`config.mk`:
```
export PLATFORM = sky130hd
export DESIGN_NAME = inst_fetch_queue
export DESIGN_NICKNAME = d
export VERILOG_FILES = /design/src/rtl/cpu_defs.sv /design/src/rtl/ifq_ram.sv /design/src/rtl/inst_fetch_queue.sv
export SDC_FILE = /design/constraint.sdc
export NUM_CORES = 1
export LEC_CHECK = 0
export BUFFER_PORTS_ARGS = -buffer_cell sky130_fd_sc_hd__buf_2
export CELL_PAD_IN_SITES_DETAIL_PLACEMENT = 1
export CELL_PAD_IN_SITES_GLOBAL_PLACEMENT = 2
export CORE_MARGIN = 2
export CORE_UTILIZATION = 38
export CTS_CLUSTER_SIZE = 30
export DETAILED_ROUTE_END_ITERATION = 8
export GPL_ROUTABILITY_DRIVEN = 0
export GPL_TIMING_DRIVEN = 0
export PLACE_DENSITY_LB_ADDON = 0.12
export SLEW_MARGIN = 5
export SYNTH_ARGS = -nofsm -noshare
export SYNTH_HDL_FRONTEND = slang
export SYNTH_SLANG_ARGS = --single-unit
```
`constraint.sdc`:
```
create_clock -name clk -period 12.3 [get_ports clk]
set_input_delay 2.46 -clock clk [delete_from_list [all_inputs] [get_ports clk]]
set_output_delay 2.46 -clock clk [all_outputs]
set_load 0.1 [all_outputs]
```
`src/rtl/cpu_defs.sv`:
```
// Shared fetch-queue entry definitions: one buffered instruction with its PC.
package cpu_defs;

    localparam int INST_W  = 32;
    localparam int PC_W    = 32;
    localparam int ENTRY_W = PC_W + INST_W;

    typedef struct packed {
        logic [PC_W-1:0]   pc;
        logic [INST_W-1:0] inst;
    } ifq_entry_t;

endpackage

```
`src/rtl/ifq_ram.sv`:
```
// Instruction-queue storage: two write ports at wr_ptr/wr_ptr+1, two async read ports.
// Latency: writes land on the clock edge, reads are combinational.
// Backpressure: none; the owner gates the write enables.
module ifq_ram
    import cpu_defs::*;
#(
    parameter  int DEPTH = 8,
    localparam int PTR_W = $clog2(DEPTH)
) (
    input  logic               clk,
    input  logic               we_1,
    input  logic               we_2,
    input  logic [PTR_W-1:0]   wr_ptr,
    input  logic [PTR_W-1:0]   rd_ptr,
    input  logic [ENTRY_W-1:0] wr_dat_1,
    input  logic [ENTRY_W-1:0] wr_dat_2,
    output logic [ENTRY_W-1:0] rd_dat_1,
    output logic [ENTRY_W-1:0] rd_dat_2
);

    logic [ENTRY_W-1:0] mem_q [DEPTH];
    logic [PTR_W-1:0]   wr_ptr_nx;
    logic [PTR_W-1:0]   rd_ptr_nx;

    // Pointer +1 wraps naturally because DEPTH is a power of two.
    assign wr_ptr_nx = wr_ptr + PTR_W'(1);
    assign rd_ptr_nx = rd_ptr + PTR_W'(1);

    always_ff @(posedge clk) begin
        if (we_1) mem_q[wr_ptr]    <= wr_dat_1;
        if (we_2) mem_q[wr_ptr_nx] <= wr_dat_2;
    end

    assign rd_dat_1 = mem_q[rd_ptr];
    assign rd_dat_2 = mem_q[rd_ptr_nx];

endmodule

```
`src/rtl/inst_fetch_queue.sv`:
```
// Dual-issue instruction FIFO between fetch return and decode, first-word fall-through.
// Latency: an entry written at edge N is presented on out_* from cycle N+1.
// Backpressure: in_ready drops when fewer than two entries are free; pushes while low are dropped.
module inst_fetch_queue
    import cpu_defs::*;
#(
    parameter  int DEPTH = 8,
    localparam int PTR_W = $clog2(DEPTH)
) (
    input  logic              clk,
    input  logic              rst,
    input  logic              flush,
    input  logic              in_valid,
    input  logic              in_valid_1,
    input  logic              in_valid_2,
    input  logic [PC_W-1:0]   in_pc,
    input  logic [INST_W-1:0] in_inst_1,
    input  logic [INST_W-1:0] in_inst_2,
    output logic              in_ready,
    output logic              out_valid_1,
    output logic              out_valid_2,
    output logic [PC_W-1:0]   out_pc_1,
    output logic [INST_W-1:0] out_inst_1,
    output logic [PC_W-1:0]   out_pc_2,
    output logic [INST_W-1:0] out_inst_2,
    input  logic [1:0]        pop_count,
    output logic [PTR_W:0]    count
);

    localparam logic [PTR_W:0] READY_MAX = (PTR_W+1)'(DEPTH - 2);
    localparam logic [PTR_W:0] DEPTH_C   = (PTR_W+1)'(DEPTH);
    localparam logic [PTR_W:0] ONE_C     = (PTR_W+1)'(1);
    localparam logic [PTR_W:0] TWO_C     = (PTR_W+1)'(2);

    logic [PTR_W-1:0] rd_ptr_q, rd_ptr_d;
    logic [PTR_W-1:0] wr_ptr_q, wr_ptr_d;
    logic [PTR_W:0]   count_q, count_d;
    logic [PTR_W:0]   push_n, pop_req, pop_n;
    ifq_entry_t       wr_ent_1, wr_ent_2, rd_ent_1, rd_ent_2;

    // Ready looks only at registered occupancy; a pending pop does not re-open it.
    assign in_ready    = (count_q <= READY_MAX);
    assign out_valid_1 = (count_q >= ONE_C);
    assign out_valid_2 = (count_q >= TWO_C);
    assign count       = count_q;

    always_comb begin
        push_n = '0;
        if (in_valid && in_ready && !flush && in_valid_1)
            push_n = in_valid_2 ? TWO_C : ONE_C;
    end

    assign pop_req = (pop_count == 2'd3) ? TWO_C : (PTR_W+1)'(pop_count);
    assign pop_n   = (pop_req > count_q) ? count_q : pop_req;

    always_comb begin
        rd_ptr_d = rd_ptr_q + pop_n[PTR_W-1:0];
        wr_ptr_d = wr_ptr_q + push_n[PTR_W-1:0];
        count_d  = count_q + push_n - pop_n;
        if (flush) begin
            rd_ptr_d = '0;
            wr_ptr_d = '0;
            count_d  = '0;
        end
    end

    always_ff @(posedge clk or posedge rst) begin
        if (rst) begin
            rd_ptr_q <= '0;
            wr_ptr_q <= '0;
            count_q  <= '0;
        end else begin
            rd_ptr_q <= rd_ptr_d;
            wr_ptr_q <= wr_ptr_d;
            count_q  <= count_d;
        end
    end

    assign wr_ent_1 = '{pc: in_pc,             inst: in_inst_1};
    assign wr_ent_2 = '{pc: in_pc + PC_W'(4),  inst: in_inst_2};

    ifq_ram #(.DEPTH(DEPTH)) u_ram (
        .clk      (clk),
        .we_1     (push_n != '0),
        .we_2     (push_n == TWO_C),
        .wr_ptr   (wr_ptr_q),
        .rd_ptr   (rd_ptr_q),
        .wr_dat_1 (wr_ent_1),
        .wr_dat_2 (wr_ent_2),
        .rd_dat_1 (rd_ent_1),
        .rd_dat_2 (rd_ent_2)
    );

    // RAM is never cleared, so stale words must be masked by the valids.
    assign out_pc_1   = out_valid_1 ? rd_ent_1.pc   : '0;
    assign out_inst_1 = out_valid_1 ? rd_ent_1.inst : '0;
    assign out_pc_2   = out_valid_2 ? rd_ent_2.pc   : '0;
    assign out_inst_2 = out_valid_2 ? rd_ent_2.inst : '0;

    overflow_chk: assert property (@(posedge clk) disable iff (rst || flush)
        (count_q + push_n - pop_n) <= DEPTH_C);

endmodule

```
==> impl_results.md, run 1 <==
- Setup WS pre-CTS: 5.654 ns
- Max cap viols: 0
- Clock Path Buffers: 3
- # H-tree levels: 3
- Post-CTS Resized: 0
- Mapped cell area: 31390 um2
- Fmax achieved: 135.0 MHz
- # nets final: around 3200
- CP startpoint kind: flip-flop
- Post-CTS Hold Fix Bufs: 0
- Post-synth EDFFs: a little over 500
- Commonest non-fill, non-tap cell in the layout: nand2_1
- Slowest cell delay on critical path: 0.96 ns
- Vias per Instance: 5.722
- Worst Tran Pin Value: 1.404 ns
- Setup_tns: 0 ns
- Port bufs: 161
- WP data arrival: 4.95 ns
- Clock Skew: 0.01858 ns
- TritonCTS buffer count: 66
- Pwr dens: 250.7 nW/um2
- FILL cells: 8885
- Maximum vdd drop: around 0.28 mV
- Crit-path max FO: 10
- Initial antenna violation count: 11
- DIE HEIGHT: 291.4 um
- Total Routed Length: roughly 130000 um
- GRT Overall Usage: between 20% and 30%
- Core area: about 82000 um2
- Slew Limit Fails: 0
- Pre-Repair DR Iteration Count: 7
- Clock transition at the registers of the reported paths: 0.06 ns
- Synthesized area per cell: 11.15 um2
- DP Wirelength: roughly 87000 um
- Avg WL per Cell: 29.70 um
- Req. time, crit path: 9.84 ns
- DRC: 0
- Num rows: 105
- Post-layout util: 44.77%
- Setup crit end kind: primary output
- Vias in the first global route: 25760
- Seq/Total Area, Yosys: 49.77%
- Post-CTS setup buffers: 0
- Layout cells sized above 1: approximately 21%
- Total design power: 9.201 mW
- Synthesized net count: 2938
- Async SR Flop Fraction: 1.916%
- Final hold violation count: 0
- Gr ovfl total: 0
- Largest net degree at the start of global routing: 20
- Critical Path Start: rd_ptr_q[1]
- Area delta synth->final: 16.92%
- DRT iter0 DRCs: 2301
- Synth Flop Type: edfxtp_1
- Critical path class: flip-flop to primary output
- Sink Count: roughly 520
- Hold slack: ~0.73 ns
- Final worst path period need: 7.409 ns
- Vias: 24090
- R2R depth: 11
- Final setup viols: 0
- CP Cell Sequence: ha_1, buf_2, buf_1, buf_1, mux4_2, nand2_1, a21oi_1, buf_2
- Antenna-violating nets left: 0
- YS warnings: 0
- CTS tree: yes
- Top-Level Pins: 239
- Die Width: between 200 and 300 um
- Reg2Reg Launch Point: count[3]
- First-pass GRT wire length: 178700 um
- Root buffer cell: clkbuf_16
- Latest clock arrival within the worst-skew pair: 0.63 ns
- Netlist cell types: 44
- Hold WC Path Type: flip-flop to flip-flop
- Initial Util: a little under two fifths
- Final Worst Setup Slack: 4.891 ns
- Final period util: 60.23%
- Status: complete, no violations
- Crit path capture: out_inst_2[10]
- Crit Reg-Reg Endpoint: u_ram.mem_q[4][59]
- CP max-delay cell: buf_1
- Reg2Reg Setup Slack: around 8 ns
- Post-synthesis register bit count: 522
- Die Area: 84930 um2
- Synthesized instance count: 2816
- Commonest cells after routing, fill and taps aside: 1075 x nand2_1, 512 x edfxtp_1, 256 x mux4_2
- Relative slew slack: between 6 and 7%
- Leak: ~13 nW
- Unrepaired setup endpoints after global routing: no
-- critical path: cells and delay by family (launching register included) --
kind | cells | cell delay (ns)
AOI/OAI and AO/OA | 1 | 0.48
adders and majority gates | 1 | 0.31
buffers and inverters | 4 | 2.69
DFF | 1 | 0.42
muxes | 1 | 0.36
and+or+nand+nor | 1 | 0.06
-- flip-flops by register name, indices dropped and copies added, names as in the netlist --
register,count
count,4
rd_ptr_q,3
u_ram.mem_q,512
wr_ptr_q,3
-- through the flow --
| step | area [um2] | instances |
|---|---|---|
| final | 36710 | 4210 |
| after CTS | 36690 | 4206 |
| after floorplan | 31390 | 2816 |
| after global placement | 33540 | 4047 |
| after detailed placement | 34510 | 4088 |
| after global routing | 36700 | 4207 |
-- routing by layer --
metal  up-vias  GRT usage, %  wire [um]
met5         -             0         62
met4        10         11.23       4737
met3       249         4.948       8807
met2       955         49.99      61040
met1     12510         37.50      50380
li1      10370             -          -
-- kinds of logic after synthesis --
family,Yosys count,synth area share (%)
compound gates,80,1.331
mux,321,20.44
simple gates,1342,16.91
flops,522,49.77
xor+xnor,241,6.724
fa+ha+maj,18,0.8131
buf+inv,292,4.017
-- worst min-delay path by stage --
stage	from	end	slack [ns]	cells past startpoint
after floorplan	wr_ptr_q[2]	wr_ptr_q[2]	0.59	2
after global placement	wr_ptr_q[2]	wr_ptr_q[2]	0.68	2
after detailed placement	rd_ptr_q[0]	rd_ptr_q[0]	0.70	2
after CTS	rd_ptr_q[0]	rd_ptr_q[0]	0.71	2
after global routing	rd_ptr_q[0]	rd_ptr_q[0]	0.77	2
final	rd_ptr_q[0]	rd_ptr_q[0]	0.73	2
-- cell usage after synthesis, types with 4 or more instances --
| cell | instances | share of area [%] |
|---|---|---|
| nand2_1 | 1075 | 13 |
| nand3_1 | 26 | 0.41 |
| buf_1 | 67 | 0.80 |
| nand2b_1 | 4 | 0.080 |
| mux2i_1 | 65 | 2.1 |
| xnor2_1 | 145 | 4.0 |
| mux4_2 | 256 | 18 |
| buf_2 | 22 | 0.35 |
| and3_1 | 7 | 0.14 |
| buf_4 | 24 | 0.57 |
| a21oi_1 | 65 | 1.0 |
| ha_1 | 14 | 0.56 |
| nor2_2 | 8 | 0.16 |
| nor4_1 | 11 | 0.22 |
| buf_6 | 4 | 0.14 |
| clkbuf_1 | 142 | 1.7 |
| o21ai_0 | 9 | 0.14 |
| edfxtp_1 | 512 | 49 |
| inv_1 | 19 | 0.23 |
| dfrtp_1 | 10 | 0.80 |
| nor2b_1 | 7 | 0.14 |
| nand4_1 | 6 | 0.12 |
| nor3_1 | 13 | 0.21 |
| fa_1 | 4 | 0.26 |
| nor2_1 | 163 | 1.9 |
| or3_1 | 4 | 0.080 |
| clkbuf_2 | 14 | 0.22 |
| xor2_1 | 96 | 2.7 |
| nor3_2 | 4 | 0.13 |
-- where the power goes --
| part | internal (mW) | switching (mW) | total (mW) |
|---|---|---|---|
| combinational | 1.20 | 3.98 | 5.17 |
| sequential | 1.99 | 0.0266 | 2.02 |
| clock | 1.21 | 0.803 | 2.01 |
-- cell type report --
cell class	instances	area, um2	area share, %
sequential	522	15630	42.57
multi-input combinational	2002	14620	39.84
clock buffer	86	1853	5.048
timing repair buffer	202	1658	4.517
tap	1070	1339	3.647
buffer	273	1191	3.245
clock inverter	32	334.1	0.9101
inverter	19	71.32	0.1943
antenna	4	10.01	0.02727
Note: power is estimated with default switching activity, not from simulation.
==> run 2, diff against run 1 <==
ABC_AREA = 1   (was unset)
CORE_UTILIZATION = 36   (was 38)
clock period = 7.15 ns   (was 12.3 ns; I/O delays follow)
==> run 2 against run 1 <==
Against the previous run:
- non-clock buffer count rose by 125
- worst hold slack got worse by 0.089 ns
- sequential cell count did not move
- count of clock-buffer cells in the layout fell by 1
- global-route usage rose by 3.7 points
- critical path type unchanged
- first-iteration DRC count rose by 19%
- die area rose by 9.8%
- final area rose by 3.6%
- synthesized cell count rose by 53%
==> impl_results.md, run 2 <==
- Status: complete, no violations
- DP Wirelength: ~110000 um
- Setup WS pre-CTS: between 1 and 1.5 ns
- Layout cells sized above 1: 11.53%
- Clock transition at the registers of the reported paths: roughly 0.06 ns
- Critical path class: flip-flop to primary output
- Netlist cell types: 36
- Reg2Reg Setup Slack: approximately 3.6 ns
- Post-CTS Hold Fix Bufs: 0
- Critical Path Start: count[2]
- Commonest cells in the netlist: 1420 x nand2_1, 534 x o21ai_0, 512 x edfxtp_1, 370 x nor2_1, 329 x a21oi_1
- Core area: 90010 um2
- Final setup viols: 0
- Seq/Total Area, Yosys: 47.78%
- Top post-synthesis cells by area: edfxtp_1 47%, nand2_1 16%, o21ai_0 8.2%
- Final period util: 87.98%
- Min-delay src: count[2]
- Die Width: 305.4 um
- R2R depth: 11
- Die Area: 93260 um2
- DIE HEIGHT: 305.4 um
- Synth Flop Type: edfxtp_1
- Antenna-violating nets left: 0
- WP data arrival: between 4 and 5 ns
- GRT Overall Usage: 33.07%
- CP startpoint kind: flip-flop
- Vias per Instance: 5.636
- Gr ovfl total: 0
- Synthesized net count: 4434
- Post-synthesis register bit count: 522
- Post-CTS Resized: 0
- Crit Reg-Reg Endpoint: u_ram.mem_q[5][11]
- Relative slew slack: just under 4%
- Crit-path max FO: 10
- Synthesized instance count: approximately 4300
- # H-tree levels: 3
- YS warnings: 0
- Root buffer cell: clkbuf_16
- Max cap viols: 0
- Area delta synth->final: 16.28%
- Vias in the first global route: 33430
- Post-CTS setup buffers: 0
- Count leader, synth: nand2_1
- Pre-Repair DR Iteration Count: 5
- Synthesized area per cell: ~7.6 um2
- Avg WL per Cell: 26.92 um
- Post-synth EDFFs: between 500 and 600
- Setup crit end kind: primary output
- Initial Util: 36.33%
- Hold Path Sink: rd_ptr_q[2]
- DRC: 0
- Top-Level Pins: ~240
- Num rows: 110
- Reg2Reg Launch Point: count[3]
- Hold Path Cell Cnt: 2
- Largest net degree at the start of global routing: 23
- Vias: 32930
- Async SR Flop Fraction: 1.916%
- # nets final: 4736
- Final Worst Setup Slack: approximately 0.86 ns
- Req. time, crit path: 5.72 ns
- Fmax achieved: 159.0 MHz
- Max FFs per register: 512
- Slew Limit Fails: 0
- Port bufs: 204
- Initial antenna violation count: 4
- Unrepaired setup endpoints after global routing: no
- DRT iter0 DRCs: 2740
- Hold WC Path Type: flip-flop to flip-flop
- Worst Tran Pin Value: between 1 and 1.5 ns
- FILL cells: 11190
- Clock Skew: 0.01904 ns
- CTS tree: yes
- Total Routed Length: 157300 um
- Cell taking the most area after synthesis: edfxtp_1
- Mapped cell area: approximately 33000 um2
- Latest clock arrival within the worst-skew pair: 0.63 ns
- Final hold violation count: 0
- Commonest cells after routing, fill and taps aside: 1420 x nand2_1, 526 x o21ai_0, 512 x edfxtp_1
- Sink Count: 522
- Commonest non-fill, non-tap cell in the layout: nand2_1
- First-pass GRT wire length: 225800 um
- Clock Path Buffers: 3
- Synth top area share: between 40% and 50%
- Final worst path period need: approximately 6.3 ns
- Register name with the most flops: u_ram.mem_q
- TritonCTS buffer count: 70
[run 2: how the worst max path moves through the flow]
stage | cells after the start | slack (ns) | to
after floorplan | 9 | -0.59 | u_ram.mem_q[6][0]
after global placement | 5 | -6.09 | u_ram.mem_q[4][28]
after detailed placement | 9 | 1.50 | out_pc_2[16]
after CTS | 9 | 0.83 | out_pc_2[16]
after global routing | 9 | 0.76 | out_pc_2[16]
final | 9 | 0.86 | out_pc_2[16]
[run 2: stage by stage]
step	hold WS [ns]	cell area, um2	cells	utilization [%]	setup TNS [ns]
4_1_cts	0.6535	38020	5842	42.24	0
6_report	0.6365	38030	5843	42.24	0
3_3_place_gp	0.6454	35190	5692	39.10	-2743.32
2_1_floorplan	0.6034	32700	4312	-	-285.57
3_5_place_dp	0.6407	35870	5718	39.85	0
5_1_grt	0.6943	38020	5842	42.24	0
[run 2: metal layers]
metal | global-route usage [%] | share of wire [%] | vias to the layer above
met5 | 0 | 0.0083 | -
met4 | 15.56 | 5.2 | 2
met3 | 4.610 | 6.1 | 365
met2 | 56.07 | 48 | 1210
met1 | 41.61 | 41 | 16350
li1 | - | - | 15010
[run 2: logic make-up (layout without fill, tap and decap cells)]
kind of cell	Yosys count	after routing	share of synthesized area (%)
other	0	1	0
flip-flops	522	522	47.78
XOR/XNOR	28	28	0.7959
AND/OR/NAND/NOR	2151	2151	26.61
adder cells (fa/ha/maj)	18	18	0.7806
AO/OA/AOI/OAI	996	996	16.25
buffers and inverters	597	951	7.779
[run 2: cell type report]
cell class / instances / area (um2) / area share [%]
inverters: 227 / 852.1 / 2.241
repair buffers: 230 / 1609 / 4.232
plain buffers: 370 / 1694 / 4.455
flip-flops and latches: 522 / 15630 / 41.09
diodes: 1 / 2.502 / 0.006581
well taps: 1176 / 1471 / 3.870
multi-input cells: 3193 / 14620 / 38.45
clock buffers: 85 / 1872 / 4.923
clock inverters: 39 / 277.8 / 0.7305
[run 2: critical path: stages (launching register included)]
cell and delay, ns:
dfrtp_1 0.42, inv_1 0.11, ha_1 0.19, a31oi_1 0.05
o21ai_0 0.81, clkbuf_1 1.08, clkbuf_1 0.63, nand2_1 0.22
nor2_1 0.22, buf_2 0.46
Power of run 2 is left out: the tool's default activity adds up to more than one toggle a clock period on the data nets, which glitch-free logic cannot reach.
